[config.mk]
export PLATFORM = sky130hd
export DESIGN_NAME = byte_packer32
export DESIGN_NICKNAME = d
export VERILOG_FILES = /design/src/rtl/byte_packer32_pkg.sv /design/src/rtl/byte_packer32_lane_dec.sv /design/src/rtl/byte_packer32.sv
export SDC_FILE = /design/constraint.sdc
export NUM_CORES = 1
export LEC_CHECK = 0
export ABC_AREA = 1
export CAP_MARGIN = 20
export CORE_UTILIZATION = 43
export CTS_CLUSTER_DIAMETER = 60
export DETAILED_ROUTE_END_ITERATION = 16
export GPL_TIMING_DRIVEN = 0
export PLACE_DENSITY = 0.67
export SLEW_MARGIN = 30
export SYNTH_ARGS = -nofsm -noshare
export SYNTH_HDL_FRONTEND = slang
export SYNTH_HIERARCHICAL = 1
export SYNTH_SLANG_ARGS = --single-unit
export TNS_END_PERCENT = 5
[constraint.sdc]
create_clock -name clk -period 3.2 [get_ports clk]
set_clock_uncertainty 0.05 [all_clocks]
set_input_delay 0.8 -clock clk [delete_from_list [all_inputs] [get_ports clk]]
set_output_delay 0.8 -clock clk [all_outputs]
set_load 0.005 [all_outputs]
[src/rtl/byte_packer32_pkg.sv]
// Shared byte/lane definitions for the byte packer and the matching byte-select path.
// Lane numbers are logical (arrival order); phys_lane maps them to bit positions in the word.
package byte_packer32_pkg;

   localparam int BYTE_W = 8;
   localparam int LANES  = 4;
   localparam int LANE_W = 2;
   localparam int WORD_W = BYTE_W * LANES;
   localparam int ACC_W  = BYTE_W * (LANES - 1);

   typedef logic [BYTE_W-1:0] byte_t;
   typedef logic [LANE_W-1:0] lane_t;
   typedef logic [LANES-1:0]  keep_t;

   // Logical lane -> physical byte position. The mapping is its own inverse.
   function automatic lane_t phys_lane(input lane_t l, input logic lsb_first);
      if (lsb_first) begin
         return l;
      end else begin
         return 2'd3 - l;
      end
   endfunction

   function automatic logic [4:0] lane_off(input lane_t l);
      return {l, 3'b000};
   endfunction

endpackage

[src/rtl/byte_packer32_lane_dec.sv]
// byte_lane_dec: one-hot physical-lane write enable for the logical lane being filled.
module byte_lane_dec
   import byte_packer32_pkg::*;
#(
   parameter bit FIRST_LANE_LSB = 1'b1
) (
   input  logic [LANE_W-1:0] lane,
   input  logic              en,
   output logic [LANES-1:0]  we
);

   // Decode the logical lane to its physical position in the output word.
   always_comb begin
      we = 4'b0000;
      if (en) begin
         case (phys_lane(lane, FIRST_LANE_LSB))
            2'd0:    we = 4'b0001;
            2'd1:    we = 4'b0010;
            2'd2:    we = 4'b0100;
            2'd3:    we = 4'b1000;
            default: we = 4'b0000;
         endcase
      end else begin
         we = 4'b0000;
      end
   end

endmodule

[src/rtl/byte_packer32.sv]
// byte_packer32: packs a valid/ready byte stream into 32-bit words at one byte per cycle.
// Defining BYTE_PACKER_FLUSH_EN adds flush/out_keep for emitting partial words.
module byte_packer32
   import byte_packer32_pkg::*;
#(
   parameter bit FIRST_LANE_LSB = 1'b1
) (
   input  logic              clk,
   input  logic              rst_n,
   input  logic              in_valid,
   input  logic [BYTE_W-1:0] in_byte,
   output logic              in_ready,
   output logic              out_valid,
   output logic [WORD_W-1:0] out_word,
   input  logic              out_ready,
`ifdef BYTE_PACKER_FLUSH_EN
   input  logic              flush,
   output logic [LANES-1:0]  out_keep,
`endif
   output logic [LANE_W-1:0] lane
);

   logic [LANE_W-1:0] lane_q, lane_d;
   logic [ACC_W-1:0]  acc_q, acc_d;
   logic [WORD_W-1:0] out_word_q, out_word_d;
   logic              out_valid_q, out_valid_d;
   logic [LANES-1:0]  keep_q, keep_d, keep_s;
   logic [LANES-1:0]  we_s;
   logic [WORD_W-1:0] staged_s, acc_ext_s;
   logic [LANE_W-1:0] src_lane_s;
   logic              hold_busy_s, in_ready_s, accept_s, complete_s, emit_s;

   assign hold_busy_s = out_valid_q && !out_ready;
   assign acc_ext_s   = {8'h00, acc_q};

   // Only the byte that would complete a word (or a flush) must wait for the holding register.
`ifdef BYTE_PACKER_FLUSH_EN
   assign in_ready_s = !((lane_q == 2'd3) && hold_busy_s) && !(flush && hold_busy_s);
`else
   assign in_ready_s = !((lane_q == 2'd3) && hold_busy_s);
`endif

   assign accept_s   = in_valid && in_ready_s;
   assign complete_s = accept_s && (lane_q == 2'd3);

`ifdef BYTE_PACKER_FLUSH_EN
   assign emit_s = complete_s || (flush && ((lane_q != 2'd0) || accept_s) && !hold_busy_s);
`else
   assign emit_s = complete_s;
`endif

   byte_lane_dec #(
      .FIRST_LANE_LSB (FIRST_LANE_LSB)
   ) u_lane_dec (
      .lane (lane_q),
      .en   (accept_s),
      .we   (we_s)
   );

   // Candidate output word: incoming byte, filled accumulator lanes, zeros elsewhere.
   always_comb begin
      staged_s   = 32'h0000_0000;
      src_lane_s = 2'd0;
      for (int p = 0; p < LANES; p++) begin
         src_lane_s = phys_lane(p[1:0], FIRST_LANE_LSB);
         if (we_s[p]) begin
            staged_s[p*BYTE_W +: BYTE_W] = in_byte;
         end else if (src_lane_s < lane_q) begin
            staged_s[p*BYTE_W +: BYTE_W] = acc_ext_s[lane_off(src_lane_s) +: BYTE_W];
         end else begin
            staged_s[p*BYTE_W +: BYTE_W] = 8'h00;
         end
      end
   end

   // Physical keep mask covering every lane filled by this emission.
   always_comb begin
      logic [LANES-1:0] fill_mask;
      fill_mask = 4'b0000;
      keep_s    = 4'b0000;
      case ({1'b0, lane_q} + {2'b00, accept_s})
         3'd1:    fill_mask = 4'b0001;
         3'd2:    fill_mask = 4'b0011;
         3'd3:    fill_mask = 4'b0111;
         3'd4:    fill_mask = 4'b1111;
         default: fill_mask = 4'b0000;
      endcase
      for (int p = 0; p < LANES; p++) begin
         keep_s[p] = fill_mask[phys_lane(p[1:0], FIRST_LANE_LSB)];
      end
   end

   // Next-state: lane counter, accumulator and holding register.
   always_comb begin
      lane_d      = lane_q;
      acc_d       = acc_q;
      out_word_d  = out_word_q;
      out_valid_d = out_valid_q;
      keep_d      = keep_q;
      if (accept_s && (lane_q != 2'd3)) begin
         acc_d[lane_off(lane_q) +: BYTE_W] = in_byte;
      end else begin
         acc_d = acc_q;
      end
      if (emit_s) begin
         lane_d      = 2'd0;
         out_word_d  = staged_s;
         out_valid_d = 1'b1;
         keep_d      = keep_s;
      end else begin
         if (accept_s) begin
            lane_d = lane_q + 2'd1;
         end else begin
            lane_d = lane_q;
         end
         if (out_ready) begin
            out_valid_d = 1'b0;
         end else begin
            out_valid_d = out_valid_q;
         end
      end
   end

   // State registers; an async reset drops any partial word.
   always_ff @(posedge clk or negedge rst_n) begin
      if (!rst_n) begin
         lane_q      <= 2'd0;
         acc_q       <= 24'h00_0000;
         out_word_q  <= 32'h0000_0000;
         out_valid_q <= 1'b0;
         keep_q      <= 4'b0000;
      end else begin
         lane_q      <= lane_d;
         acc_q       <= acc_d;
         out_word_q  <= out_word_d;
         out_valid_q <= out_valid_d;
         keep_q      <= keep_d;
      end
   end

   assign in_ready  = in_ready_s;
   assign out_valid = out_valid_q;
   assign out_word  = out_word_q;
   assign lane      = lane_q;
`ifdef BYTE_PACKER_FLUSH_EN
   assign out_keep  = keep_q;
`endif

endmodule

==> flow_metrics.env, run 1 <==
export IMPL_sw_frac_of_total=0.3385
export IMPL_clock_power_share=0.268
export IMPL_status="finished with violations"
export IMPL_clock_fmax_mhz=367.0
export IMPL_synth_adder_area_share=0.02606
export IMPL_first_iter_violations=149
export IMPL_final_nets=450
export IMPL_synth_top_family_by_area="simple AND/OR/NAND/NOR gates"
export IMPL_wire_per_inst_um=13.32
export IMPL_synth_simple_area_share=0.3884
export IMPL_clock_sinks=59
export IMPL_dieArea_um2=7030
export IMPL_powerDensity_nw_per_um2=845.2
export IMPL_cp_max_fo=2
export IMPL_yosys_warnings=6
export IMPL_placedInstanceArea_um2=3455
export IMPL_cts_root_buffer="clkbuf_8"
export IMPL_critPathLaunchType="primary input"
export IMPL_grt_setup_unrepaired="no"
export IMPL_core_um2=6422
export IMPL_drv_slew=0
export IMPL_leakagePower_nw=1.999
export IMPL_muxShareOfSynthArea=0
export IMPL_std_cell_rows=29
export IMPL_max_slew_worst_pin_slew_ns=0.4640
export IMPL_grt_start_max_net_pins=41
export IMPL_n_antenna_cell=0
export IMPL_r2r_slack_ns=1.02
export IMPL_netlist_area_um2=2880
export IMPL_wirelength_um=6846
export IMPL_period_share=0.8516
export IMPL_cts_tree="yes"
export IMPL_fin_crit_ns=2.725
export IMPL_area_growth_pct=28.37
export IMPL_avgSynthCellArea_um2=7.701
export IMPL_io_buffers=46
export IMPL_ys_types=19
export IMPL_htreeDepth=3
export IMPL_ys_ff_latch=59
export IMPL_hpwl_um=4702
export IMPL_synthArstFlopShare=1.000
export IMPL_vias=2457
export IMPL_setup_viol=0
export IMPL_yosys_area_top_type="dfrtp_1"
export IMPL_overflow=0
export IMPL_relSlewSlack=0.6907
export IMPL_synth_area_leaders="dfrtp_1, nand2_1, nand3_1"
export IMPL_nFillCells=596
export IMPL_critPathArrivalTime_ns=1.88
export IMPL_grt_first_pass_wirelength_um=11960
export IMPL_power_frac_comb=0.356
export IMPL_synth_edf_count=0
export IMPL_die_h_um=83.85
export IMPL_drive_gt1_frac=0.09382
export IMPL_final_setup_tns_ns=0
export IMPL_vias_per_cell=4.780
export IMPL_cts_repair_resized=0
export IMPL_path_cells="clkdlybuf4s50_1, inv_1, nand3_1, clkdlybuf4s50_1"
export IMPL_place_congestion=0.7949
export IMPL_crit_top_cell="clkdlybuf4s50_1"
export IMPL_power_frac_seq=0.376
export IMPL_fin_area_um2=3697
export IMPL_ctsHoldBuffers=0
export IMPL_hp_class="primary input to asynchronous set/reset pin"
export IMPL_synth_xor_area_frac=0
export IMPL_critPathRequiredTime_ns=2.35
export IMPL_grt_total_usage=0.2221
export IMPL_insertion_delay_ns=0.34
export IMPL_start_util=0.4485
export IMPL_ir_worst_vdd_mv=0.3944
export IMPL_drc_errors=6
export IMPL_use_met1=0.3122
export IMPL_die_x_um=83.85
export IMPL_violations="DRC"
export IMPL_syn_nets=392
export IMPL_met2_usage=0.3338
export IMPL_ant_nets=0
export IMPL_power_internal_mw=2.067
export IMPL_io_pins=48
export IMPL_crit_buf_inv=3
export IMPL_cap_viol_max_count=0
export IMPL_synth_compound_area_frac=0.01738
export IMPL_yosysTopAreaCellShare=0.5126
export IMPL_grt_pass1_vias=2407
export IMPL_grtUsageMet3=0.05935
export IMPL_clockBufferDepth=2
export IMPL_cp_top_family="buffers and inverters"
export IMPL_cp_end_kind="output port"
export IMPL_critPathSlowestCell="clkdlybuf4s50_1"
export IMPL_clk_pin_slew_worst_paths_ns=0.07
export IMPL_ys_seq_area_frac=0.5126
export IMPL_critical_path_class="primary input to output port"
export IMPL_hold_viol_final=0
export IMPL_netlist_instances=374
export IMPL_post_cts_buffers=0
export IMPL_p_sw_mw=1.058
export IMPL_max_stage_delay_ns=0.50
export IMPL_synth_main_ff_cell="dfrtp_1"
export IMPL_busiest_layer="met2"
export IMPL_cts_buffers=9
export IMPL_antenna_found_initial=0
export IMPL_dr_pass1_iters=10
-- layout make-up --
cell class              instances  area (um2)  area share
inverters                      21       78.83     0.02132
clock inverters                 4       97.59     0.02640
repair buffers                 47       478.0      0.1293
clock buffers                  12       145.1     0.03926
well taps                      77       96.34     0.02606
flip-flops and latches         59        1476      0.3993
plain buffers                  14       81.33     0.02200
multi-input cells             280        1244      0.3364
-- cell families after synthesis --
family	Yosys count
flip-flops	59
AND/OR/NAND/NOR	264
adder cells (fa/ha/maj)	6
AO/OA/AOI/OAI	10
buffers and inverters	35
-- flip-flops by register name, indices dropped and copies added (netlist names) --
register,flops
acc_q,24
out_valid,1
out_word,32
lane,2
-- worst register-to-register path: cells and delay by family (launching register included) --
| family | cells | cell delay, ns |
|---|---|---|
| AND/OR/NAND/NOR | 8 | 0.73 |
| flip-flops | 1 | 0.57 |
| buffers and inverters | 3 | 0.47 |
| adder cells (fa/ha/maj) | 1 | 0.32 |
-- per-stage QoR --
| stage | setup slack [ns] | total power, mW | instances | utilization | hold WS (ns) |
|---|---|---|---|---|---|
| finish | 0.4750 | 3.125 | 514 | 0.5757 | 0.2795 |
| detailed placement | 0.4634 | 2.302 | 498 | 0.5379 | 0.4152 |
| global route | 0.4335 | 3.372 | 514 | 0.5757 | 0.2766 |
| CTS | 0.4640 | 3.160 | 514 | 0.5757 | 0.2739 |
| floorplan | 1.284 | 1.792 | 374 | - | 0.3992 |
| global placement | -0.5992 | 2.273 | 497 | 0.5352 | 0.4132 |
-- path summary, 6_finish.rpt --
| path | cells after the start | to | start |
|---|---|---|---|
| worst max-delay path | 4 | in_ready | out_ready |
| worst min-delay path | 1 | out_word[19]$_DFFE_PN0P_ | rst_n |
| worst max register to register | 12 | out_word[11]$_DFFE_PN0P_ | lane[0]$_DFFE_PN0P_ |
| worst min register to register | 2 | acc_q[22]$_DFFE_PN0P_ | acc_q[22]$_DFFE_PN0P_ |
| max in group asynchronous | 2 | acc_q[14]$_DFFE_PN0P_ | rst_n |
| min in group clk | 2 | acc_q[22]$_DFFE_PN0P_ | acc_q[22]$_DFFE_PN0P_ |
-- power by group through the flow --
stage	clock (mW)	sequential [mW]	combinational, mW
2_1_floorplan	0	1.17	0.621
3_3_place_gp	0	1.18	1.09
3_5_place_dp	0	1.19	1.12
4_1_cts	0.855	1.18	1.13
5_1_grt	0.894	1.22	1.26
6_report	0.838	1.18	1.11
-- synth_stat cells (2+ instances only) --
master	n
buf_2	8
buf_6	2
clkbuf_1	2
dfrtp_1	59
ha_1	6
inv_1	16
inv_2	5
nand2_1	217
nand3_1	26
nand3_4	4
nor2_1	12
nor2_4	2
o21ai_0	2
o21ai_1	8
-- layer usage --
| layer | part of all wire | up-vias |
|---|---|---|
| met3 | 0.063 | 10 |
| met4 | 0.014 | 0 |
| li1 | - | 1264 |
| met2 | 0.45 | 70 |
| met1 | 0.47 | 1113 |
| met5 | 0 | - |
-- layout by cell type, fill, tap and decap left out, drive strengths merged --
cell type,netlist,layout
o21ai,10,10
nand3,31,31
dfrtp,59,59
buf,12,14
inv,21,21
clkdlybuf4s50,0,45
bufinv,0,3
nand2,217,217
nor2,16,16
clkbuf,2,14
ha,6,6
clkinvlp,0,1
Note: power is estimated with default switching activity, not from simulation.
==> run 2: changes to the inputs <==
--- a/config.mk
+++ b/config.mk
@@ -7,11 +7,13 @@
 export LEC_CHECK = 0
 export ABC_AREA = 1
 export CAP_MARGIN = 20
-export CORE_UTILIZATION = 43
+export CELL_PAD_IN_SITES_DETAIL_PLACEMENT = 1
+export CELL_PAD_IN_SITES_GLOBAL_PLACEMENT = 2
+export CORE_UTILIZATION = 33
 export CTS_CLUSTER_DIAMETER = 60
 export DETAILED_ROUTE_END_ITERATION = 16
 export GPL_TIMING_DRIVEN = 0
-export PLACE_DENSITY = 0.67
+export PLACE_DENSITY_LB_ADDON = 0.1
 export SLEW_MARGIN = 30
 export SYNTH_ARGS = -nofsm -noshare
 export SYNTH_HDL_FRONTEND = slang
==> run 2 against run 1 <==
The run now ends clean. Critical path depth did not move. Sequential share of layout area fell by 0.17 points. Combinational power is 4% higher. Via count is 1.8% higher. Power down 0.91%. First-iteration DRC count down 46%. Sequential cell count unchanged. Largest power group unchanged. Critical endpoint unchanged. Global-route usage shrank 2.1 points. Clock-buffer cell count shrank 3.
==> flow_metrics.env, run 2 (same netlist as run 1, synthesis figures left out) <==
export IMPL_n_antenna_cell=0
export IMPL_setup_viol=0
export IMPL_grt_pass1_vias=2552
export IMPL_dr_pass1_iters=4
export IMPL_core_um2=8341
export IMPL_antenna_found_initial=0
export IMPL_io_buffers=46
export IMPL_insertion_delay_ns=0.34
export IMPL_ant_nets=0
export IMPL_fin_cells=542
export IMPL_std_cell_rows=33
export IMPL_multi_input_area_um2=1244
export IMPL_fin_ws_ns=0.4728
export IMPL_leakagePower_nw=1.996
export IMPL_wire_per_inst_um=14.99
export IMPL_drive_gt1_frac=0.09840
export IMPL_dp_slack_ns=0.4589
export IMPL_vias=2500
export IMPL_post_cts_buffers=0
export IMPL_wirelength_um=8127
export IMPL_dieArea_um2=9106
export IMPL_grt_first_pass_wirelength_um=13370
export IMPL_critPathLaunch="out_ready"
export IMPL_relSlewSlack=0.6673
export IMPL_io_pins=48
export IMPL_max_slew_worst_pin_slew_ns=0.4976
export IMPL_clk_pin_slew_worst_paths_ns=0.08
export IMPL_timing_rr_start="lane[0]$_DFFE_PN0P_"
export IMPL_start_util=0.3453
export IMPL_drc_errors=0
export IMPL_largest_reg_flops=32
export IMPL_fin_crit_ns=2.727
export IMPL_fin_area_um2=3714
export IMPL_whs_ns=0.3003
export IMPL_cts_buffers=9
export IMPL_critPathRequiredTime_ns=2.35
export IMPL_clock_fmax_mhz=366.7
export IMPL_cts_tree="yes"
export IMPL_grt_start_max_net_pins=37
export IMPL_cts_repair_resized=0
export IMPL_ctsHoldBuffers=0
export IMPL_die_h_um=95.43
export IMPL_final_cell_mix="nand2_1, dfrtp_1, clkdlybuf4s50_1"
export IMPL_hpwl_um=5693
export IMPL_drv_slew=0
export IMPL_critPathArrivalTime_ns=1.88
export IMPL_area_growth_pct=28.93
export IMPL_hold_viol_final=0
export IMPL_cp_end_kind="output port"
export IMPL_place_congestion=0.7193
export IMPL_first_iter_violations=81
export IMPL_die_x_um=95.43
export IMPL_grt_total_usage=0.2015
export IMPL_clockBufferDepth=2
export IMPL_overflow=0
export IMPL_powerDensity_nw_per_um2=833.8
export IMPL_vias_per_cell=4.613
export IMPL_layout_commonest_cell="nand2_1"
export IMPL_hp_class="primary input to asynchronous set/reset pin"
export IMPL_cp_max_fo=2
export IMPL_status="completed"
export IMPL_nFillCells=1039
export IMPL_placedInstanceArea_um2=3490
export IMPL_ir_worst_vdd_mv=0.3559
export IMPL_htreeDepth=3
export IMPL_cts_root_buffer="clkbuf_8"
export IMPL_critical_path_class="primary input to output port"
export IMPL_critPathLaunchType="primary input"
export IMPL_period_share=0.8522
export IMPL_dp_cells=526
export IMPL_grt_setup_unrepaired="no"
export IMPL_final_nets=450
export IMPL_clock_sinks=59
export IMPL_seqCellArea_um2=1476
export IMPL_cap_viol_max_count=0
## run 2: final timing paths
check | endpoint | slack, ns | cells after the start
max in group asynchronous | acc_q[14]$_DFFE_PN0P_ | 2.29 | 2
min in group clk | out_word[17]$_DFFE_PN0P_ | 0.43 | 2
max | in_ready | 0.47 | 4
max reg2reg | out_word[14]$_DFFE_PN0P_ | 1.00 | 12
min | out_word[18]$_DFFE_PN0P_ | 0.30 | 1
min reg2reg | out_word[17]$_DFFE_PN0P_ | 0.43 | 2
## run 2: per-stage QoR
stage | total power [mW] | TNS, ns | util
5_1_grt | 3.333 | 0 | 0.4452
3_5_place_dp | 2.351 | 0 | 0.4184
4_1_cts | 3.140 | 0 | 0.4452
2_1_floorplan | 1.792 | 0 | -
6_report | 3.097 | 0 | 0.4452
3_3_place_gp | 2.308 | -45.99 | 0.4163
## run 2: per-layer routing
metal,routed length [um],track usage
met5,0,0
met4,88,0.04851
met3,207,0.04705
met1,4112,0.2835
met2,3718,0.3125
## run 2: worst max-delay path: stages
cell and delay [ns]:
clkdlybuf4s50_1 0.45, inv_1 0.05, nand3_1 0.07, clkdlybuf4s50_1 0.50
## run 2: final cells by class
type                       count  area share
sequential                    59      0.3976
multi-input combinational    280      0.3349
timing repair buffer          47      0.1287
tap                          105     0.03538
clock buffer                   9     0.03336
clock inverter                 7     0.02695
buffer                        14     0.02190
inverter                      21     0.02123
## run 2: report_power, final
| group | internal [mW] | leakage [nW] | switching, mW |
|---|---|---|---|
| Sequential | 1.01 | 0.807 | 0.166 |
| Clock | 0.444 | 0.114 | 0.333 |
| Combinational | 0.521 | 1.07 | 0.627 |
| Total | 1.97 | 2.00 | 1.13 |
